## src/rtl/br_local_port_pkg.sv

```systemverilog
// Shared types and constants for the BrLite local-port endpoint.
package br_local_port_pkg;

    localparam int BR_SEQ_W = 8;
    localparam int BR_SRC_W = 8;

    // Service message as exchanged with the NI and the BrLite router.
    typedef struct packed {
        logic [15:0] seq_source;
        logic [15:0] payload;
        logic [3:0]  ksvc;
    } br_payload_t;

    localparam int BR_PAYLOAD_W = $bits(br_payload_t);

    // Source id of a PE: {x, y} taken from the nibbles of its 16-bit address.
    function automatic logic [BR_SRC_W-1:0] br_src_id(input logic [15:0] address);
        return {address[11:8], address[3:0]};
    endfunction

endpackage

```

## src/rtl/br_local_port_if.sv

```systemverilog
// NI-side and router-side signal bundle of the BrLite local port.
//
// Handshakes: every *_req/*_rx request is a level held by the requester until
// the matching ack pulse (one cycle) is seen; a transfer happens at the edge
// where the endpoint decides to accept, and the ack rises right after that
// edge. rt_req_o/rt_ack_i is a plain valid/ready pair: rt_data_o is stable
// while rt_req_o is high and the head is consumed at the edge where both are 1.
interface br_local_port_if;
    import br_local_port_pkg::*;

    logic        ni_req_i;
    logic        ni_ack_o;
    br_payload_t ni_data_i;
    logic        ni_busy_o;
    logic        ni_rx_o;
    br_payload_t ni_rx_data_o;
    logic        ni_rx_ack_i;
    logic        rt_req_o;
    logic        rt_ack_i;
    br_payload_t rt_data_o;
    logic        rt_rx_i;
    br_payload_t rt_rx_data_i;
    logic        rt_rx_ack_o;

    // Endpoint view.
    modport slave (
        input  ni_req_i, ni_data_i, ni_rx_ack_i, rt_ack_i, rt_rx_i, rt_rx_data_i,
        output ni_ack_o, ni_busy_o, ni_rx_o, ni_rx_data_o, rt_req_o, rt_data_o, rt_rx_ack_o
    );

    // Environment view (NI and router together).
    modport master (
        output ni_req_i, ni_data_i, ni_rx_ack_i, rt_ack_i, rt_rx_i, rt_rx_data_i,
        input  ni_ack_o, ni_busy_o, ni_rx_o, ni_rx_data_o, rt_req_o, rt_data_o, rt_rx_ack_o
    );

endinterface

```

## src/rtl/br_fifo.sv

```systemverilog
// Synchronous FIFO: push is ignored when full, pop is ignored when empty,
// so a pop in a full cycle never makes room for a push in that same cycle.
module br_fifo #(
    parameter int WIDTH = 8,
    parameter int DEPTH = 4
) (
    input  logic             clk,
    input  logic             rst,
    input  logic             push,
    input  logic [WIDTH-1:0] din,
    input  logic             pop,
    output logic [WIDTH-1:0] head,
    output logic             full,
    output logic             empty
);

    localparam int AW = $clog2(DEPTH);
    localparam logic [AW-1:0] PTR_ONE  = 1;
    localparam logic [AW:0]   CNT_ONE  = 1;
    localparam logic [AW:0]   CNT_FULL = DEPTH;

    logic [WIDTH-1:0] mem [DEPTH];
    logic [AW-1:0]    wr_ptr;
    logic [AW-1:0]    rd_ptr;
    logic [AW:0]      count;
    logic             do_push;
    logic             do_pop;

    assign full    = (count == CNT_FULL);
    assign empty   = (count == '0);
    assign do_push = push && !full;
    assign do_pop  = pop && !empty;
    assign head    = mem[rd_ptr];

    // Storage array; contents need no reset because count gates visibility.
    always_ff @(posedge clk) begin
        if (do_push) begin
            mem[wr_ptr] <= din;
        end
    end

    // Pointers wrap naturally (power-of-two depth); count tracks occupancy.
    always_ff @(posedge clk) begin
        if (rst) begin
            wr_ptr <= '0;
            rd_ptr <= '0;
            count  <= '0;
        end else begin
            if (do_push) begin
                wr_ptr <= wr_ptr + PTR_ONE;
            end
            if (do_pop) begin
                rd_ptr <= rd_ptr + PTR_ONE;
            end
            if (do_push && !do_pop) begin
                count <= count + CNT_ONE;
            end else if (do_pop && !do_push) begin
                count <= count - CNT_ONE;
            end
        end
    end

endmodule

```

## src/rtl/br_local_port.sv

```systemverilog
// BrLite local-port endpoint: stamps and queues NI service messages towards
// the router, and queues router broadcasts (minus optional self-echoes) for
// the NI to read out. TX and RX paths are independent.
module br_local_port
    import br_local_port_pkg::*;
#(
    parameter logic [15:0] ADDRESS   = 16'h0000,
    parameter int          TX_DEPTH  = 4,
    parameter int          RX_DEPTH  = 4,
    parameter bit          DROP_SELF = 1'b1
) (
    input  logic            clk_i,
    input  logic            rst_i,
    br_local_port_if.slave  bus
);

    localparam logic [BR_SRC_W-1:0] OWN_ID  = br_src_id(ADDRESS);
    localparam logic [BR_SEQ_W-1:0] SEQ_ONE = 1;

    logic [BR_SEQ_W-1:0] seq;
    logic                ni_ack;
    logic                rt_rx_ack;
    logic                tx_full;
    logic                tx_empty;
    logic                rx_full;
    logic                rx_empty;
    logic                tx_accept;
    logic                rx_drop;
    logic                rx_accept;
    logic                rx_push;
    br_payload_t         tx_entry;
    br_payload_t         tx_head;
    br_payload_t         rx_head;
    logic                unused_ni_seq_source;

    // The NI's seq_source field is overwritten by the stamp below.
    assign unused_ni_seq_source = ^bus.ni_data_i.seq_source;

    // Accept while the previous ack is still high would double-push the
    // same request as the NI is only then dropping ni_req_i.
    assign tx_accept = bus.ni_req_i && !ni_ack && !tx_full;

    // Self-echo compare looks at the source byte only, not the sequence.
    assign rx_drop   = DROP_SELF && (bus.rt_rx_data_i.seq_source[BR_SRC_W-1:0] == OWN_ID);
    assign rx_accept = bus.rt_rx_i && !rt_rx_ack && (rx_drop || !rx_full);
    assign rx_push   = rx_accept && !rx_drop;

    // Outgoing entry: own sequence number and source id, NI payload and service.
    always_comb begin
        tx_entry            = '0;
        tx_entry.seq_source = {seq, OWN_ID};
        tx_entry.payload    = bus.ni_data_i.payload;
        tx_entry.ksvc       = bus.ni_data_i.ksvc;
    end

    // Sequence counter and the two one-cycle ack pulses.
    always_ff @(posedge clk_i) begin
        if (rst_i) begin
            seq       <= '0;
            ni_ack    <= 1'b0;
            rt_rx_ack <= 1'b0;
        end else begin
            ni_ack    <= tx_accept;
            rt_rx_ack <= rx_accept;
            if (tx_accept) begin
                seq <= seq + SEQ_ONE;
            end
        end
    end

    br_fifo #(
        .WIDTH (BR_PAYLOAD_W),
        .DEPTH (TX_DEPTH)
    ) u_tx_fifo (
        .clk   (clk_i),
        .rst   (rst_i),
        .push  (tx_accept),
        .din   (tx_entry),
        .pop   (bus.rt_ack_i),
        .head  (tx_head),
        .full  (tx_full),
        .empty (tx_empty)
    );

    br_fifo #(
        .WIDTH (BR_PAYLOAD_W),
        .DEPTH (RX_DEPTH)
    ) u_rx_fifo (
        .clk   (clk_i),
        .rst   (rst_i),
        .push  (rx_push),
        .din   (bus.rt_rx_data_i),
        .pop   (bus.ni_rx_ack_i),
        .head  (rx_head),
        .full  (rx_full),
        .empty (rx_empty)
    );

    assign bus.ni_ack_o     = ni_ack;
    assign bus.ni_busy_o    = !tx_empty;
    assign bus.rt_req_o     = !tx_empty;
    assign bus.rt_data_o    = tx_head;
    assign bus.rt_rx_ack_o  = rt_rx_ack;
    assign bus.ni_rx_o      = !rx_empty;
    assign bus.ni_rx_data_o = rx_head;

endmodule

```

## src/flat_wrapper.sv

```systemverilog
// flat-port wrapper written by rule: the top's interface ports become plain ports
module br_local_port_flat import br_local_port_pkg::*;
#(
    parameter logic [15:0] ADDRESS   = 16'h0000,
    parameter int          TX_DEPTH  = 4,
    parameter int          RX_DEPTH  = 4,
    parameter bit          DROP_SELF = 1'b1
)
  (clk_i, rst_i, bus_ni_req_i, bus_ni_data_i, bus_ni_rx_ack_i, bus_rt_ack_i, bus_rt_rx_i, bus_rt_rx_data_i, bus_ni_ack_o, bus_ni_busy_o, bus_ni_rx_o, bus_ni_rx_data_o, bus_rt_req_o, bus_rt_data_o, bus_rt_rx_ack_o);
  br_local_port_if bus_i ();
  input  logic clk_i;
  input  logic rst_i;
  input wire logic [$bits(bus_i.ni_req_i)-1:0] bus_ni_req_i;
  input wire logic [$bits(bus_i.ni_data_i)-1:0] bus_ni_data_i;
  input wire logic [$bits(bus_i.ni_rx_ack_i)-1:0] bus_ni_rx_ack_i;
  input wire logic [$bits(bus_i.rt_ack_i)-1:0] bus_rt_ack_i;
  input wire logic [$bits(bus_i.rt_rx_i)-1:0] bus_rt_rx_i;
  input wire logic [$bits(bus_i.rt_rx_data_i)-1:0] bus_rt_rx_data_i;
  output wire logic [$bits(bus_i.ni_ack_o)-1:0] bus_ni_ack_o;
  output wire logic [$bits(bus_i.ni_busy_o)-1:0] bus_ni_busy_o;
  output wire logic [$bits(bus_i.ni_rx_o)-1:0] bus_ni_rx_o;
  output wire logic [$bits(bus_i.ni_rx_data_o)-1:0] bus_ni_rx_data_o;
  output wire logic [$bits(bus_i.rt_req_o)-1:0] bus_rt_req_o;
  output wire logic [$bits(bus_i.rt_data_o)-1:0] bus_rt_data_o;
  output wire logic [$bits(bus_i.rt_rx_ack_o)-1:0] bus_rt_rx_ack_o;
  assign bus_i.ni_req_i = bus_ni_req_i;
  assign bus_i.ni_data_i = bus_ni_data_i;
  assign bus_i.ni_rx_ack_i = bus_ni_rx_ack_i;
  assign bus_i.rt_ack_i = bus_rt_ack_i;
  assign bus_i.rt_rx_i = bus_rt_rx_i;
  assign bus_i.rt_rx_data_i = bus_rt_rx_data_i;
  assign bus_ni_ack_o = bus_i.ni_ack_o;
  assign bus_ni_busy_o = bus_i.ni_busy_o;
  assign bus_ni_rx_o = bus_i.ni_rx_o;
  assign bus_ni_rx_data_o = bus_i.ni_rx_data_o;
  assign bus_rt_req_o = bus_i.rt_req_o;
  assign bus_rt_data_o = bus_i.rt_data_o;
  assign bus_rt_rx_ack_o = bus_i.rt_rx_ack_o;
  br_local_port #(.ADDRESS(ADDRESS), .TX_DEPTH(TX_DEPTH), .RX_DEPTH(RX_DEPTH), .DROP_SELF(DROP_SELF)) u_core (.clk_i(clk_i), .rst_i(rst_i), .bus(bus_i));
endmodule
```

## config.mk

```make
export PLATFORM = sky130hd
export DESIGN_NAME = br_local_port_flat
export DESIGN_NICKNAME = d
export VERILOG_FILES = /design/src/rtl/br_local_port_pkg.sv /design/src/rtl/br_local_port_if.sv /design/src/rtl/br_fifo.sv /design/src/rtl/br_local_port.sv /design/src/flat_wrapper.sv
export SDC_FILE = /design/constraint.sdc
export NUM_CORES = 1
export LEC_CHECK = 0
export ABC_AREA = 1
export BUFFER_PORTS_ARGS = -buffer_cell sky130_fd_sc_hd__buf_2
export CORE_MARGIN = 2
export CORE_UTILIZATION = 58
export DETAILED_ROUTE_END_ITERATION = 16
export PLACE_DENSITY = 0.8
export SETUP_SLACK_MARGIN = 0.2
export SLEW_MARGIN = 30
export SYNTH_ARGS = -nofsm -noshare
export SYNTH_HDL_FRONTEND = slang
export SYNTH_HIERARCHICAL = 1
export SYNTH_SLANG_ARGS = --single-unit
```

## constraint.sdc

```tcl
create_clock -name clk_i -period 4.15 [get_ports clk_i]
set_input_delay 0.415 -clock clk_i [delete_from_list [all_inputs] [get_ports clk_i]]
set_output_delay 0.415 -clock clk_i [all_outputs]
set_load 0.02 [all_outputs]
```

* After elaboration in Yosys (flattened, before gate mapping)
Memory sizes are Yosys's and may differ from the RTL's. A register that Yosys moved wholly into a read port is not among the register bits.
Index checks and enable logic that the tools add are counted.
** Operators by class
- Add/subtract/negate cells :: 9
- Multiplexer cells :: 12
- Equal/unequal tests :: 2
- Reductions and logical operators :: 30
** Operator list (count)
- 1-bit logical AND :: 13
- 3-bit two-way mux :: 4
- 1-bit logical NOT :: 11
- 2-bit by 1-bit adder with 2-bit output, second input constant :: 4
- 8-bit by 1-bit adder with 8-bit output, second input constant :: 1
- 8-bit logical NOT :: 1
- 2-bit two-way mux :: 4
- 3-bit by 1-bit adder with 3-bit output, second input constant :: 2
- 3-bit == test, second input constant :: 2
- 3-bit logical NOT :: 2
- 3-bit by 1-bit subtractor with 3-bit output, second input constant :: 2
- 1-bit two-way mux :: 4
- 2-bit nonzero test :: 2
- 1-bit logical OR :: 1
** Storage, ports and cells
- Output and inout port bits :: 77
- Logic and storage cells :: 64
- Memories kept :: 2
- Flip-flop bits (word level) :: 24
- Input bits :: 78
- RAM bits :: 256
** Memory list
- u_core.u_rx_fifo.mem :: depth 4, width 36, rd ports 1, clocked after Yosys merged registers in 1, wr ports 1, line br_fifo.sv:22 : logic [WIDTH-1:0] mem [DEPTH];
- u_core.u_tx_fifo.mem :: depth 4, width 28, rd ports 1, clocked after Yosys merged registers in 1, wr ports 1, line br_fifo.sv:22

* Longest topological paths before layout
- Word-level depth :: 10
- Gate-level depth with buffers :: 17

* Modules after synthesis
The synthesis kept the hierarchy.
** By module, submodules not included
- br_fifo :: sequential area each 4504.3 um2, instances 2, area an instance 5843.1 um2, cells an instance 418
- br_local_port :: sequential area each 200.2 um2, instances 1, area an instance 530.5 um2, cells an instance 85

* Worst setup path after synthesis
OpenSTA, ideal clock, no wires.
- Kind :: input to register
- Start :: in bus_rt_rx_data_i[20]
- End :: mem u_core/u_rx_fifo/mem[0][0] (netlist name), enable pin
- Path buffers :: 0
- Stages :: 7
- Data arrival time :: 2586 ps
- Setup slack :: 1135 ps
- Required time :: 3721 ps
- Library setup time :: 429 ps
- Cell sequence :: nor2_1 -> nand2_1 -> o21ai_0 -> nand2_1 -> nor2_1 -> nand2_2 -> nor2_1
** On the way
- Longest elaborated chain between the ends :: 7
** RTL lines
- start, declared :: line flat_wrapper.sv:18 : input wire logic [$bits(bus_i.rt_rx_data_i)-1:0] bus_rt_rx_data_i;
- 8-bit logical NOT * :: line br_local_port.sv:44 : assign rx_drop = DROP_SELF && (bus.rt_rx_data_i.seq_source[BR_SRC_W-1:0] == OWN_ID);
- 1-bit logical OR :: line br_local_port.sv:45 : assign rx_accept = bus.rt_rx_i && !rt_rx_ack && (rx_drop || !rx_full);
- 1-bit logical AND :: line br_local_port.sv:45
- 1-bit logical AND * :: line br_local_port.sv:46 : assign rx_push = rx_accept && !rx_drop;
- via u_core.rx_push :: line br_local_port.sv:30 : logic rx_push;
- 1-bit logical AND * :: line br_fifo.sv:31 : assign do_push = push && !full;
- 1-bit two-way mux * :: line br_fifo.sv:37 : if (do_push) begin
- 1-bit two-way mux (implied by the code) * :: line br_fifo.sv:38 : mem[wr_ptr] <= din;
- end, declared :: line br_fifo.sv:22
The timed path passes the listed nets; every way through them passes the cells marked *.

==> metrics.md <==
| Metric | Value |
|---|---|
| Status | `complete, no violations` |
| Largest cells by area after synthesis | `edfxtp_1, nor2_1, dfxtp_1, o22ai_1, o21ai_1` |
| Crit end category | `output port` |
| First-pass GRT wire length | `36900 um` |
| Most frequent cells after synthesis | `edfxtp_1, nor2_1, o21ai_1, o22ai_1, o21ai_0` |
| Leakage power | `5.21 nW` |
| TritonCTS Buffers | `30` |
| Final core occ | `68.3%` |
| Post-Syn Area | `0.0122 sq mm` |
| Chip height | `149 um` |
| CTS root buffer | `clkbuf_16` |
| Worst path max stage delay | `0.75 ns` |
| Worst-margin pin slew | `0.746 ns` |
| RSZ-0062 raised after global routing | `false` |
| IO Count | `155` |
| GRT overflow | `0` |
| Worst setup path class | `register to output port` |
| Final min period | `2.87 ns` |
| Cell with the most instances after synthesis | `edfxtp_1` |
| Worst-path clk slew | `0.06 ns` |
| Critical path launch point type | `register` |
| Post-Syn Area per Cell | `13.3 sq um` |
| HP Class | `primary input to register` |
| Cell variety after synth | `25` |
| Max Cap Viol | `0` |
| Setup TNS | `0 ns` |
| Power Dens Cells | `644 mW/mm^2` |
| Synthesis Warnings | `6` |
| Core area | `0.0208 sq mm` |
| Via density per instance | `5.50` |
| Post-synth top area share | `70.8%` |
| Yosys top cell by area | `edfxtp_1` |
| Crit path cell chain | `buf_4 -> o21ai_0 -> o22ai_1 -> buf_2` |
| I/O Buffers | `138` |
| Cell area after layout | `0.0142 sq mm` |
| Post-DRT Antenna Nets | `0` |
| Post-DP Area | `0.0133 sq mm` |
| Worst-skew pair later-pin latency | `0.54 ns` |
| WL/cell | `17.2 um` |
| Main synth FF type | `edfxtp_1` |
| Routed Wire Length | `23800 um` |
| Nets | `1183` |
| Period utilisation layout | `69.0%` |
| Post-Layout Cell Count | `1390` |
| Final routed DRC violation total | `0` |
| Filler cells | `1397` |
| Clock Sinks | `316` |
| 1st-pass router iterations | `5` |
| Vias | `7643` |
| H-tree levels | `1` |
| Fin. Hold Viols | `0` |
| Critical path peak fanout | `41` |
| Max-slew violation count | `0` |
| Placed cells | `1335` |
| Final Setup Violations | `0` |
| Placed wire-length estimate | `13300 um` |
| CP top delay family | `flip-flops` |
| Pin count of the biggest net entering global routing | `73` |
| Die footprint | `0.0222 sq mm` |
| Die width | `149 um` |
| Mapped Cells | `921` |
| Crit path DAT | `2.45 ns` |
| CTS tree | `built` |
| GP Congestion | `0.781` |
| Worst slew margin | `50.1%` |
| Initial antenna violation count | `2` |
| Peak VDD IR | `0.000471 V` |
| Iter 0 DRT Violations | `527` |
| Sequential cell area fraction in the yosys report | `75.4%` |
| Area grow syn2layout | `16.4%` |
| Clock buffer depth | `3` |
| Async S/R FF share, synth | `0%` |
| Global Route Usage Sum | `21.3%` |
| Worst EP required | `3.73 ns` |
| Post CTS Setup Buffer Count | `0` |
| F_max | `0.349 GHz` |
| Worst Path Buf+Inv | `2` |
| Post-synth EDFFs | `288` |
| Row count | `53` |
| Slowest stage cell, crit path | `dfxtp_2` |
| Post-CTS Resized | `0` |
| Post-CTS Hold Buffers | `0` |
| Clk_skew | `0.0142 ns` |
| Vias in the first global route | `7399` |
| #FFs+latches synth | `316` |
| Initial Util | `58.7%` |
| Share of layout cells above drive strength 1 | `19.2%` |
## kinds of logic (layout without fill, tap and decap cells)
| logic type | Yosys count | count (layout) | share of synthesized area (%) |
|---|---|---|---|
| XOR/XNOR | 2 | 2 | 0.143 |
| flip-flops | 316 | 316 | 75.4 |
| other | 1 | 33 | 0.0307 |
| AO/OA/AOI/OAI | 229 | 229 | 10.1 |
| buffers and inverters | 97 | 259 | 4.36 |
| adder cells (fa/ha/maj) | 13 | 13 | 1.45 |
| AND/OR/NAND/NOR | 263 | 263 | 8.49 |
## final timing paths
kind / startpoint / depth (start not counted) / slack (ns) / endpoint
setup / recovery: register / 4 / 1.28 / bus_rt_data_o[15]
hold / removal: bus_ni_data_i[4] / 1 / 0.09 / u_core/u_tx_fifo/mem[3][4]$_DFFE_PP_
setup reg to reg: u_core/u_tx_fifo/count[0]$_SDFFE_PP0P_ / 7 / 1.62 / u_core/u_tx_fifo/mem[3][14]$_DFFE_PP_
hold reg to reg: u_core/u_tx_fifo/rd_ptr[0]$_SDFFE_PP0P_ / 2 / 0.50 / u_core/u_tx_fifo/rd_ptr[0]$_SDFFE_PP0P_
## placed cells by master, fill, tap and decap left out, types with 6 or more instances in the layout
cell,count
o21ai_0,71
o22ai_1,72
dfxtp_1,26
nor2_4,9
o21ai_1,76
a21oi_1,9
edfxtp_1,288
ha_1,11
inv_1,48
buf_2,138
conb_1,32
buf_4,13
clkbuf_16,31
nor2_1,184
clkbuf_1,9
nand2_1,47
nand3_1,17
clkinv_2,6
## flip-flops by register name (all words and copies together), names as in the netlist, named ones only
| register | cells |
|---|---|
| u_core/u_rx_fifo/mem | 144 |
| u_core/u_tx_fifo/wr_ptr | 2 |
| u_core/u_tx_fifo/mem | 144 |
| u_core/bus.rt_rx_ack_o | 1 |
| u_core/u_rx_fifo/wr_ptr | 2 |
| u_core/u_rx_fifo/count | 3 |
| u_core/u_tx_fifo/rd_ptr | 2 |
| u_core/u_rx_fifo/rd_ptr | 2 |
| u_core/seq | 8 |
| u_core/bus.ni_ack_o | 1 |
| u_core/u_tx_fifo/count | 3 |
## metrics by stage
| step | power, W | setup WS (ns) | hold slack (ns) |
|---|---|---|---|
| floorplan | 0.00585 | 1.13 | 0.459 |
| global placement | 0.00651 | 1.50 | 0.487 |
| detailed placement | 0.00660 | 1.46 | 0.494 |
| CTS | 0.00922 | 1.28 | 0.0632 |
| global route | 0.00959 | 1.14 | 0.0679 |
| finish | 0.00916 | 1.28 | 0.0870 |
## where the power goes
group | switching [W] | internal (W) | leakage (nW)
clock | 0.00107 | 0.00154 | 0.468
combinational | 0.00172 | 0.000725 | 1.88
sequential | 0.000184 | 0.00392 | 2.86
total | 0.00297 | 0.00619 | 5.21
## final cells by class
| cell class | instances | area, sq um | area share [%] |
|---|---|---|---|
| well taps | 275 | 344 | 2.42 |
| clock inverters | 11 | 108 | 0.757 |
| multi-input cells | 539 | 2650 | 18.6 |
| diodes | 1 | 2.50 | 0.0176 |
| flip-flops and latches | 316 | 9210 | 64.8 |
| inverters | 52 | 208 | 1.46 |
| clock buffers | 43 | 851 | 5.98 |
| repair buffers | 153 | 843 | 5.93 |
## per-layer routing
layer	GRT usage [%]	share of wire, %
met1	27.7	41
met2	36.4	50
met3	3.46	6.4
met4	7.95	2.9
met5	0	0.046
(Power assumes the default switching activity.)
